===== config.mk =====
export PLATFORM = sky130hd
export DESIGN_NAME = vram_cpu_port_flat
export DESIGN_NICKNAME = d
export VERILOG_FILES = /design/src/rtl/vram_cpu_port_pkg.sv /design/src/rtl/vram_cpu_port_if.sv /design/src/rtl/vram_cpu_port_strobe_edge.sv /design/src/rtl/vram_cpu_port.sv /design/src/flat_wrapper.sv
export SDC_FILE = /design/constraint.sdc
export NUM_CORES = 1
export LEC_CHECK = 0
export BUFFER_PORTS_ARGS = -buffer_cell sky130_fd_sc_hd__clkbuf_2
export CAP_MARGIN = 20
export CORE_MARGIN = 8
export CORE_UTILIZATION = 35
export CTS_BUF_LIST = sky130_fd_sc_hd__clkbuf_16
export CTS_CLUSTER_DIAMETER = 150
export DETAILED_ROUTE_END_ITERATION = 8
export GPL_TIMING_DRIVEN = 0
export MAX_ROUTING_LAYER = met4
export SLEW_MARGIN = 20
export SYNTH_ARGS = -nofsm -noshare
export SYNTH_HDL_FRONTEND = slang
export SYNTH_HIERARCHICAL = 1
export SYNTH_SLANG_ARGS = --single-unit
export TNS_END_PERCENT = 5

===== constraint.sdc =====
create_clock -name clk_i -period 2.8 [get_ports clk_i]
set_input_delay 0.56 -clock clk_i [delete_from_list [all_inputs] [get_ports clk_i]]
set_output_delay 0.56 -clock clk_i [all_outputs]
set_load 0.02 [all_outputs]

===== src/rtl/vram_cpu_port_pkg.sv =====
// Shared types and defaults for the CPU-side VRAM plane port.
// Plane order on the 48-bit read bus and the 6-bit write enable: fg1..fg3, bg1..bg3.
package vram_cpu_port_pkg;

  localparam logic [15:0] VRAM_BASE_DEF  = 16'hEC00;
  localparam logic [15:0] VRAM_SIZE_DEF  = 16'h1400;
  localparam logic [7:0]  PORT_RSEL_DEF  = 8'hF1;
  localparam logic [7:0]  PORT_WMASK_DEF = 8'hF2;

  localparam int NUM_PLANES = 6;
  localparam int AW         = 13;
  localparam int DW         = 8;

  localparam int PL_FG1 = 0;
  localparam int PL_FG2 = 1;
  localparam int PL_FG3 = 2;
  localparam int PL_BG1 = 3;
  localparam int PL_BG2 = 4;
  localparam int PL_BG3 = 5;

  typedef enum logic [2:0] {IDLE, ARB, WR, RD0, RD1, DONE} state_e;

  // Read select 1..6 picks a plane; 0 and 7 read as open bus.
  function automatic logic [DW-1:0] plane_byte(logic [NUM_PLANES*DW-1:0] q, logic [2:0] sel);
    int idx;
    if (int'(sel) >= PL_FG1 + 1 && int'(sel) <= PL_BG3 + 1) begin
      idx = int'(sel) - 1;
      return q[idx*DW +: DW];
    end
    return '1;
  endfunction

endpackage


===== src/rtl/vram_cpu_port_if.sv =====
// CPU bus, VDP arbitration and plane-memory signals of the VRAM CPU port.
interface vram_cpu_port_if;
  import vram_cpu_port_pkg::*;

  logic [15:0]            cpu_addr;
  logic [7:0]             cpu_din;
  logic                   cpu_mreq;
  logic                   cpu_iorq;
  logic                   cpu_rd;
  logic                   cpu_wr;
  logic [DW-1:0]          cpu_dout;
  logic                   cpu_wait;
  logic                   vdp_slot;
  logic [AW-1:0]          vdp_addr;
  logic [AW-1:0]          vram_addr;
  logic [DW-1:0]          vram_wdata;
  logic [NUM_PLANES-1:0]  vram_we;
  logic [NUM_PLANES*DW-1:0] vram_q;

  modport slave (
    input  cpu_addr, cpu_din, cpu_mreq, cpu_iorq, cpu_rd, cpu_wr,
    input  vdp_slot, vdp_addr, vram_q,
    output cpu_dout, cpu_wait, vram_addr, vram_wdata, vram_we
  );

  modport master (
    output cpu_addr, cpu_din, cpu_mreq, cpu_iorq, cpu_rd, cpu_wr,
    output vdp_slot, vdp_addr, vram_q,
    input  cpu_dout, cpu_wait, vram_addr, vram_wdata, vram_we
  );

endinterface


===== src/rtl/vram_cpu_port_strobe_edge.sv =====
// Registered rising-edge detector: pulses for the first cycle a level strobe is high.
module vram_cpu_port_strobe_edge (
  input  logic clk_i,
  input  logic rst_i,
  input  logic d_i,
  output logic rise_o
);

  logic d_q;

  always_ff @(posedge clk_i or posedge rst_i) begin
    if (rst_i) d_q <= 1'b0;
    else       d_q <= d_i;
  end

  assign rise_o = d_i & ~d_q;

endmodule


===== src/rtl/vram_cpu_port.sv =====
// Z80-side access port to the six 1-bpp VRAM planes, arbitrating the shared
// plane address bus against VDP fetch slots and stalling the CPU with WAIT.
module vram_cpu_port
  import vram_cpu_port_pkg::*;
#(
  parameter logic [15:0] VRAM_BASE  = VRAM_BASE_DEF,
  parameter logic [15:0] VRAM_SIZE  = VRAM_SIZE_DEF,
  parameter logic [7:0]  PORT_RSEL  = PORT_RSEL_DEF,
  parameter logic [7:0]  PORT_WMASK = PORT_WMASK_DEF
) (
  input  logic            clk_i,
  input  logic            reset_i,
  vram_cpu_port_if.slave  bus
);

  state_e                state_q, state_d;
  logic [AW-1:0]         caddr_q, caddr_d;
  logic [DW-1:0]         cdata_q, cdata_d;
  logic                  dir_q, dir_d;
  logic [DW-1:0]         dout_q, dout_d;
  logic [2:0]            rsel_q;
  logic [NUM_PLANES-1:0] wmask_q;
  logic [NUM_PLANES-1:0] we_c;
  logic [DW-1:0]         wdata_c;

  // 17-bit compare so a window ending at 16'hFFFF does not wrap.
  logic [16:0] addr_x, lo_x, hi_x;
  logic        win, io_wr, win_rise, io_rise;

  assign addr_x = {1'b0, bus.cpu_addr};
  assign lo_x   = {1'b0, VRAM_BASE};
  assign hi_x   = lo_x + {1'b0, VRAM_SIZE};
  assign win    = bus.cpu_mreq & (bus.cpu_rd | bus.cpu_wr) & (addr_x >= lo_x) & (addr_x < hi_x);
  assign io_wr  = bus.cpu_iorq & bus.cpu_wr;

  vram_cpu_port_strobe_edge u_win_edge (.clk_i(clk_i), .rst_i(reset_i), .d_i(win),   .rise_o(win_rise));
  vram_cpu_port_strobe_edge u_io_edge  (.clk_i(clk_i), .rst_i(reset_i), .d_i(io_wr), .rise_o(io_rise));

  always_ff @(posedge clk_i or posedge reset_i) begin
    if (reset_i) begin
      state_q <= IDLE;
      caddr_q <= '0;
      cdata_q <= '0;
      dir_q   <= 1'b0;
      dout_q  <= '1;
      rsel_q  <= '0;
      wmask_q <= '0;
    end else begin
      state_q <= state_d;
      caddr_q <= caddr_d;
      cdata_q <= cdata_d;
      dir_q   <= dir_d;
      dout_q  <= dout_d;
      if (io_rise && bus.cpu_addr[7:0] == PORT_RSEL)  rsel_q  <= bus.cpu_din[2:0];
      if (io_rise && bus.cpu_addr[7:0] == PORT_WMASK) wmask_q <= bus.cpu_din[5:0];
    end
  end

  always_comb begin
    state_d = state_q;
    caddr_d = caddr_q;
    cdata_d = cdata_q;
    dir_d   = dir_q;
    dout_d  = dout_q;
    we_c    = '0;
    wdata_c = '0;
    case (state_q)
      IDLE: if (win_rise) begin
        // Window offset mod 2^13 only needs the low address bits.
        caddr_d = bus.cpu_addr[AW-1:0] - VRAM_BASE[AW-1:0];
        cdata_d = bus.cpu_din;
        dir_d   = bus.cpu_wr;
        state_d = ARB;
      end
      ARB:  if (!bus.vdp_slot) state_d = dir_q ? WR : RD0;
      WR:   if (!bus.vdp_slot) begin
        we_c    = wmask_q;
        wdata_c = cdata_q;
        state_d = DONE;
      end else begin
        state_d = ARB;
      end
      RD0:  state_d = bus.vdp_slot ? ARB : RD1;
      RD1:  begin
        dout_d  = plane_byte(bus.vram_q, rsel_q);
        state_d = DONE;
      end
      DONE: if (!win) state_d = IDLE;
      default: state_d = IDLE;
    endcase
  end

  assign bus.cpu_dout   = dout_q;
  assign bus.cpu_wait   = win & (state_q != DONE) & ~reset_i;
  assign bus.vram_addr  = bus.vdp_slot ? bus.vdp_addr : caddr_q;
  assign bus.vram_we    = we_c;
  assign bus.vram_wdata = wdata_c;

endmodule


===== src/flat_wrapper.sv =====
// flat-port wrapper written by rule: the top's interface ports become plain ports
module vram_cpu_port_flat import vram_cpu_port_pkg::*;
#(
  parameter logic [15:0] VRAM_BASE  = VRAM_BASE_DEF,
  parameter logic [15:0] VRAM_SIZE  = VRAM_SIZE_DEF,
  parameter logic [7:0]  PORT_RSEL  = PORT_RSEL_DEF,
  parameter logic [7:0]  PORT_WMASK = PORT_WMASK_DEF
)
  (clk_i, reset_i, bus_cpu_addr, bus_cpu_din, bus_cpu_mreq, bus_cpu_iorq, bus_cpu_rd, bus_cpu_wr, bus_vdp_slot, bus_vdp_addr, bus_vram_q, bus_cpu_dout, bus_cpu_wait, bus_vram_addr, bus_vram_wdata, bus_vram_we);
  vram_cpu_port_if bus_i ();
  input  logic clk_i;
  input  logic reset_i;
  input wire logic [$bits(bus_i.cpu_addr)-1:0] bus_cpu_addr;
  input wire logic [$bits(bus_i.cpu_din)-1:0] bus_cpu_din;
  input wire logic [$bits(bus_i.cpu_mreq)-1:0] bus_cpu_mreq;
  input wire logic [$bits(bus_i.cpu_iorq)-1:0] bus_cpu_iorq;
  input wire logic [$bits(bus_i.cpu_rd)-1:0] bus_cpu_rd;
  input wire logic [$bits(bus_i.cpu_wr)-1:0] bus_cpu_wr;
  input wire logic [$bits(bus_i.vdp_slot)-1:0] bus_vdp_slot;
  input wire logic [$bits(bus_i.vdp_addr)-1:0] bus_vdp_addr;
  input wire logic [$bits(bus_i.vram_q)-1:0] bus_vram_q;
  output wire logic [$bits(bus_i.cpu_dout)-1:0] bus_cpu_dout;
  output wire logic [$bits(bus_i.cpu_wait)-1:0] bus_cpu_wait;
  output wire logic [$bits(bus_i.vram_addr)-1:0] bus_vram_addr;
  output wire logic [$bits(bus_i.vram_wdata)-1:0] bus_vram_wdata;
  output wire logic [$bits(bus_i.vram_we)-1:0] bus_vram_we;
  assign bus_i.cpu_addr = bus_cpu_addr;
  assign bus_i.cpu_din = bus_cpu_din;
  assign bus_i.cpu_mreq = bus_cpu_mreq;
  assign bus_i.cpu_iorq = bus_cpu_iorq;
  assign bus_i.cpu_rd = bus_cpu_rd;
  assign bus_i.cpu_wr = bus_cpu_wr;
  assign bus_i.vdp_slot = bus_vdp_slot;
  assign bus_i.vdp_addr = bus_vdp_addr;
  assign bus_i.vram_q = bus_vram_q;
  assign bus_cpu_dout = bus_i.cpu_dout;
  assign bus_cpu_wait = bus_i.cpu_wait;
  assign bus_vram_addr = bus_i.vram_addr;
  assign bus_vram_wdata = bus_i.vram_wdata;
  assign bus_vram_we = bus_i.vram_we;
  vram_cpu_port #(.VRAM_BASE(VRAM_BASE), .VRAM_SIZE(VRAM_SIZE), .PORT_RSEL(PORT_RSEL), .PORT_WMASK(PORT_WMASK)) u_core (.clk_i(clk_i), .reset_i(reset_i), .bus(bus_i));
endmodule

==> metrics.md <==
| Metric | Value |
|---|---|
| Outcome | complete, no violations |
| Vias | between 2000 and 2500 |
| Critical path class | reg -> out |
| Commonest non-fill, non-tap cell in the layout | clkbuf_2 |
| CP required | 2.24 ns |
| Largest fanout on the critical path | 10 |
| Post-DP Area | 3260 sq um |
| RSZ-0062 raised after global routing | false |
| CP top delay family | simple AND/OR/NAND/NOR gates |
| Post-Route Setup TNS | 0 ns |
| Row count | 30 |
| P_leak | 1.69 nW |
| Largest family of logic cells by synthesized area | multiplexers |
| Core ar. | 6830 sq um |
| Ys Warns | 6 |
| Worst EP arrival | just under 2 ns |
| Slowest stage delay, CP | about 0.47 ns |
| Die X-Extent | between 100 and 150 microns |
| Slew HR | 61.5% |
| Grt ovf | 0 |
| Routability cong. | 0.780 |
| Design Area, Final | 3430 sq um |
| IO Count | 128 |
| Post-Synth Simple-Gate Area | a little under an eighth |
| Die Y-Extent | 100 microns |
| Fin crit period | 2.49 ns |
| Clk pin slew, worst setup/hold paths | 0.06 ns |
| Top_reg_cell synth | dfrtp_1 |
| CTS resizes | 3 |
| Routed WL | between 6000 and 7000 microns |
| Stages on the worst setup path | 4 |
| Area delta synth->final | 38.1% |
| Clock skew | approximately 0.0077 ns |
| Die ar. | between 10000 and 15000 sq um |
| XOR/XNOR share of the synthesized area | 0.352% |
| Avg Inst Size Synth | 11.8 sq um |
| FF+latch count, synth | 44 |
| Synth top area cells | dfrtp_1 36%, mux2_2 20%, dfstp_2 8.5% |
| Syn Nets | 308 |
| R2r setup slk | 0.32 ns |
| CTS sink cnt | 44 |
| CP Capture Type | primary output |
| Final Power | 2.31 mW |
| Final hold vios | 0 |
| Drt first pass iters | 5 |
| Fmax | 0.402 GHz |
| Worst reg2reg startpoint | u_core/rsel_q[0]$_DFFE_PP0P_ |
| Commonest cells after routing, fill and taps aside | 127 x clkbuf_2, 45 x mux2_2, 35 x dfrtp_1, 15 x and2_1, 11 x o22a_1 |
| Max Cap Viol | 0 |
| Critical Path Start | u_core/state_q[0]$_DFFE_PP0P_ |
| Area share of fa/ha/maj cells after synthesis | 2.52% |
| Worst Hold Class | in -> async |
| Sequential cell area fraction in the yosys report | between 40% and 50% |
| Yosys top cell area share | 36.2% |
| Fin crit share | 88.9% |
| Slowest stage cell, crit path | dfrtp_1 |
| Worst Setup Start Kind | flop |
| Synth Instances | 211 |
| Avg WL per Cell | 15.5 microns |
| Clock root cell | clkbuf_16 |
| CP Buf/Inv Count | 2 |
| Post-DP HPWL | 5650 microns |
| Finish-stage setup viols | 0 |
| Distinct cells, synth | 41 |
| Multi-input gate area | about 1300 sq um |
| Starting Density | a little over a third |
| FF+latch area | approximately 1100 sq um |
| Worst reg2reg path depth | 8 |
| Worst r2r dst | u_core/bus.cpu_dout[3]$_DFFE_PP1P_ |
| TritonCTS Buffers | 5 |
| Pins Over Slew Limit | 0 |
| Setup Buffers After CTS | 0 |
| Largest net degree at the start of global routing | 24 |
| First-pass GRT wire length | between 10000 and 15000 microns |
| Post-DR vias/cell | 4.80 |
| Async SR Flop Fraction | 100% |
| Antenna viol nets, final | 0 |
| CTS tree | yes |
| Critical path endpoint | bus_vram_wdata[5] |
| Post-CTS Hold Buffers | 0 |
| DRC viols | 0 |
| Yosys top cell by area | dfrtp_1 |
| Post-synth EDFFs | 0 |
| 1st-iter DRT viols | 51 |
| FILL cells | roughly 660 |
| Clk Latency, worst-skew pair | 0.28 ns |
| Critical-path cell list | nor4b_2 > clkbuf_1 > and2_1 > clkbuf_2 |
| Proportion of synthesized area in mux cells | approximately 22% |
| Initial antenna violation count | 0 |
| Post-Syn Area | 2490 sq um |
| Power density over cell area | 673 nW/um^2 |
| Nets | 441 |
| Layout cells sized above 1 | 58.8% |
| Total GRT Usage | 13.9% |
| Peak supply drop | 0.414 mV |
| H-Tree Depth | 2 |
| Slew @ Worst Pin | 0.574 ns |
| Synth Area in Compound Gates | 15.5% |
| CTS Buffer Depth | 2 |
| Inserted Diodes | 0 |
| Vias in the first global route | 2375 |
| I/O Buffers | 126 |
==> cell type report <==
type	instances	share of cell area, %
buffer	10	1.28
clock buffer	5	3.64
clock inverter	3	1.13
inverter	8	0.911
multi-input combinational	148	38.0
sequential	44	32.4
tap	96	3.50
timing repair buffer	127	19.2
==> how the worst min path moves through the flow <==
| stage | start | end | slack (ns) | depth (start not counted) |
|---|---|---|---|---|
| CTS | reset_i | u_core/u_io_edge/d_q$_DFF_PP0_ | 0.13 | 2 |
| detailed placement | reset_i | u_core/u_io_edge/d_q$_DFF_PP0_ | 0.43 | 2 |
| floorplan | reset_i | u_core/u_io_edge/d_q$_DFF_PP0_ | 0.29 | 1 |
| global route | reset_i | u_core/u_win_edge/d_q$_DFF_PP0_ | 0.14 | 2 |
| global placement | reset_i | u_core/u_io_edge/d_q$_DFF_PP0_ | 0.41 | 2 |
| finish | reset_i | u_core/u_io_edge/d_q$_DFF_PP0_ | 0.14 | 2 |
==> kinds of logic (layout without fill, tap and decap cells) <==
kind of cell    after synthesis  count (layout)
compound gates               52              52
mux                          49              49
flops                        44              44
simple gates                 41              41
buf+inv                      19             153
fa+ha+maj                     5               5
xor+xnor                      1               1
==> Yosys cell counts, types with 4 or more instances <==
master	number
o22a_1	11
nor2_1	6
a21oi_1	9
mux2_2	45
buf_2	4
dfstp_2	8
ha_1	5
dfrtp_1	36
inv_1	7
a211oi_1	5
clkbuf_1	6
nor2b_1	4
o211ai_1	6
and2_1	15
==> metal layers <==
metal	vias up	part of all wire (%)	GRT usage (%)
met5	-	0	-
met4	0	0.57	2.79
met3	6	9.1	4.71
met2	99	44	21.9
met1	961	46	16.9
li1	1053	-	-
==> worst register-to-register path, stage by stage (launching register included) <==
cell and delay (ns):
dfrtp_2 0.49, clkinv_2 0.21, ha_1 0.25, ha_1 0.36, buf_2 0.25, clkbuf_2 0.25, a21oi_1 0.09, a211oi_1 0.31
o32a_1 0.20
==> power breakdown <==
| group | leakage (nW) | internal, mW | total, mW | switching, mW |
|---|---|---|---|---|
| clock network | 0.0850 | 0.416 | 0.646 | 0.230 |
| logic | 1.04 | 0.348 | 0.671 | 0.323 |
| registers | 0.561 | 0.861 | 0.994 | 0.133 |
==> registers in the layout (all words and copies together) (netlist names), 3 cells and up <==
signal / flops
u_core/caddr_q: 13
u_core/bus.cpu_dout: 8
u_core/cdata_q: 8
u_core/wmask_q: 6
u_core/rsel_q: 3
u_core/state_q: 3
==> per-stage QoR <==
step / cells / hold slack [ns] / util [%] / setup slack, ns
6_report: 441 / 0.138 / 50.3 / 0.310
5_1_grt: 441 / 0.137 / 50.3 / 0.0703
4_1_cts: 441 / 0.134 / 50.3 / 0.105
3_5_place_dp: 434 / 0.432 / 47.8 / -0.393
3_3_place_gp: 433 / 0.414 / 47.4 / -0.368
2_1_floorplan: 211 / 0.289 / - / 0.277
Power figures use the tool's default switching activity.
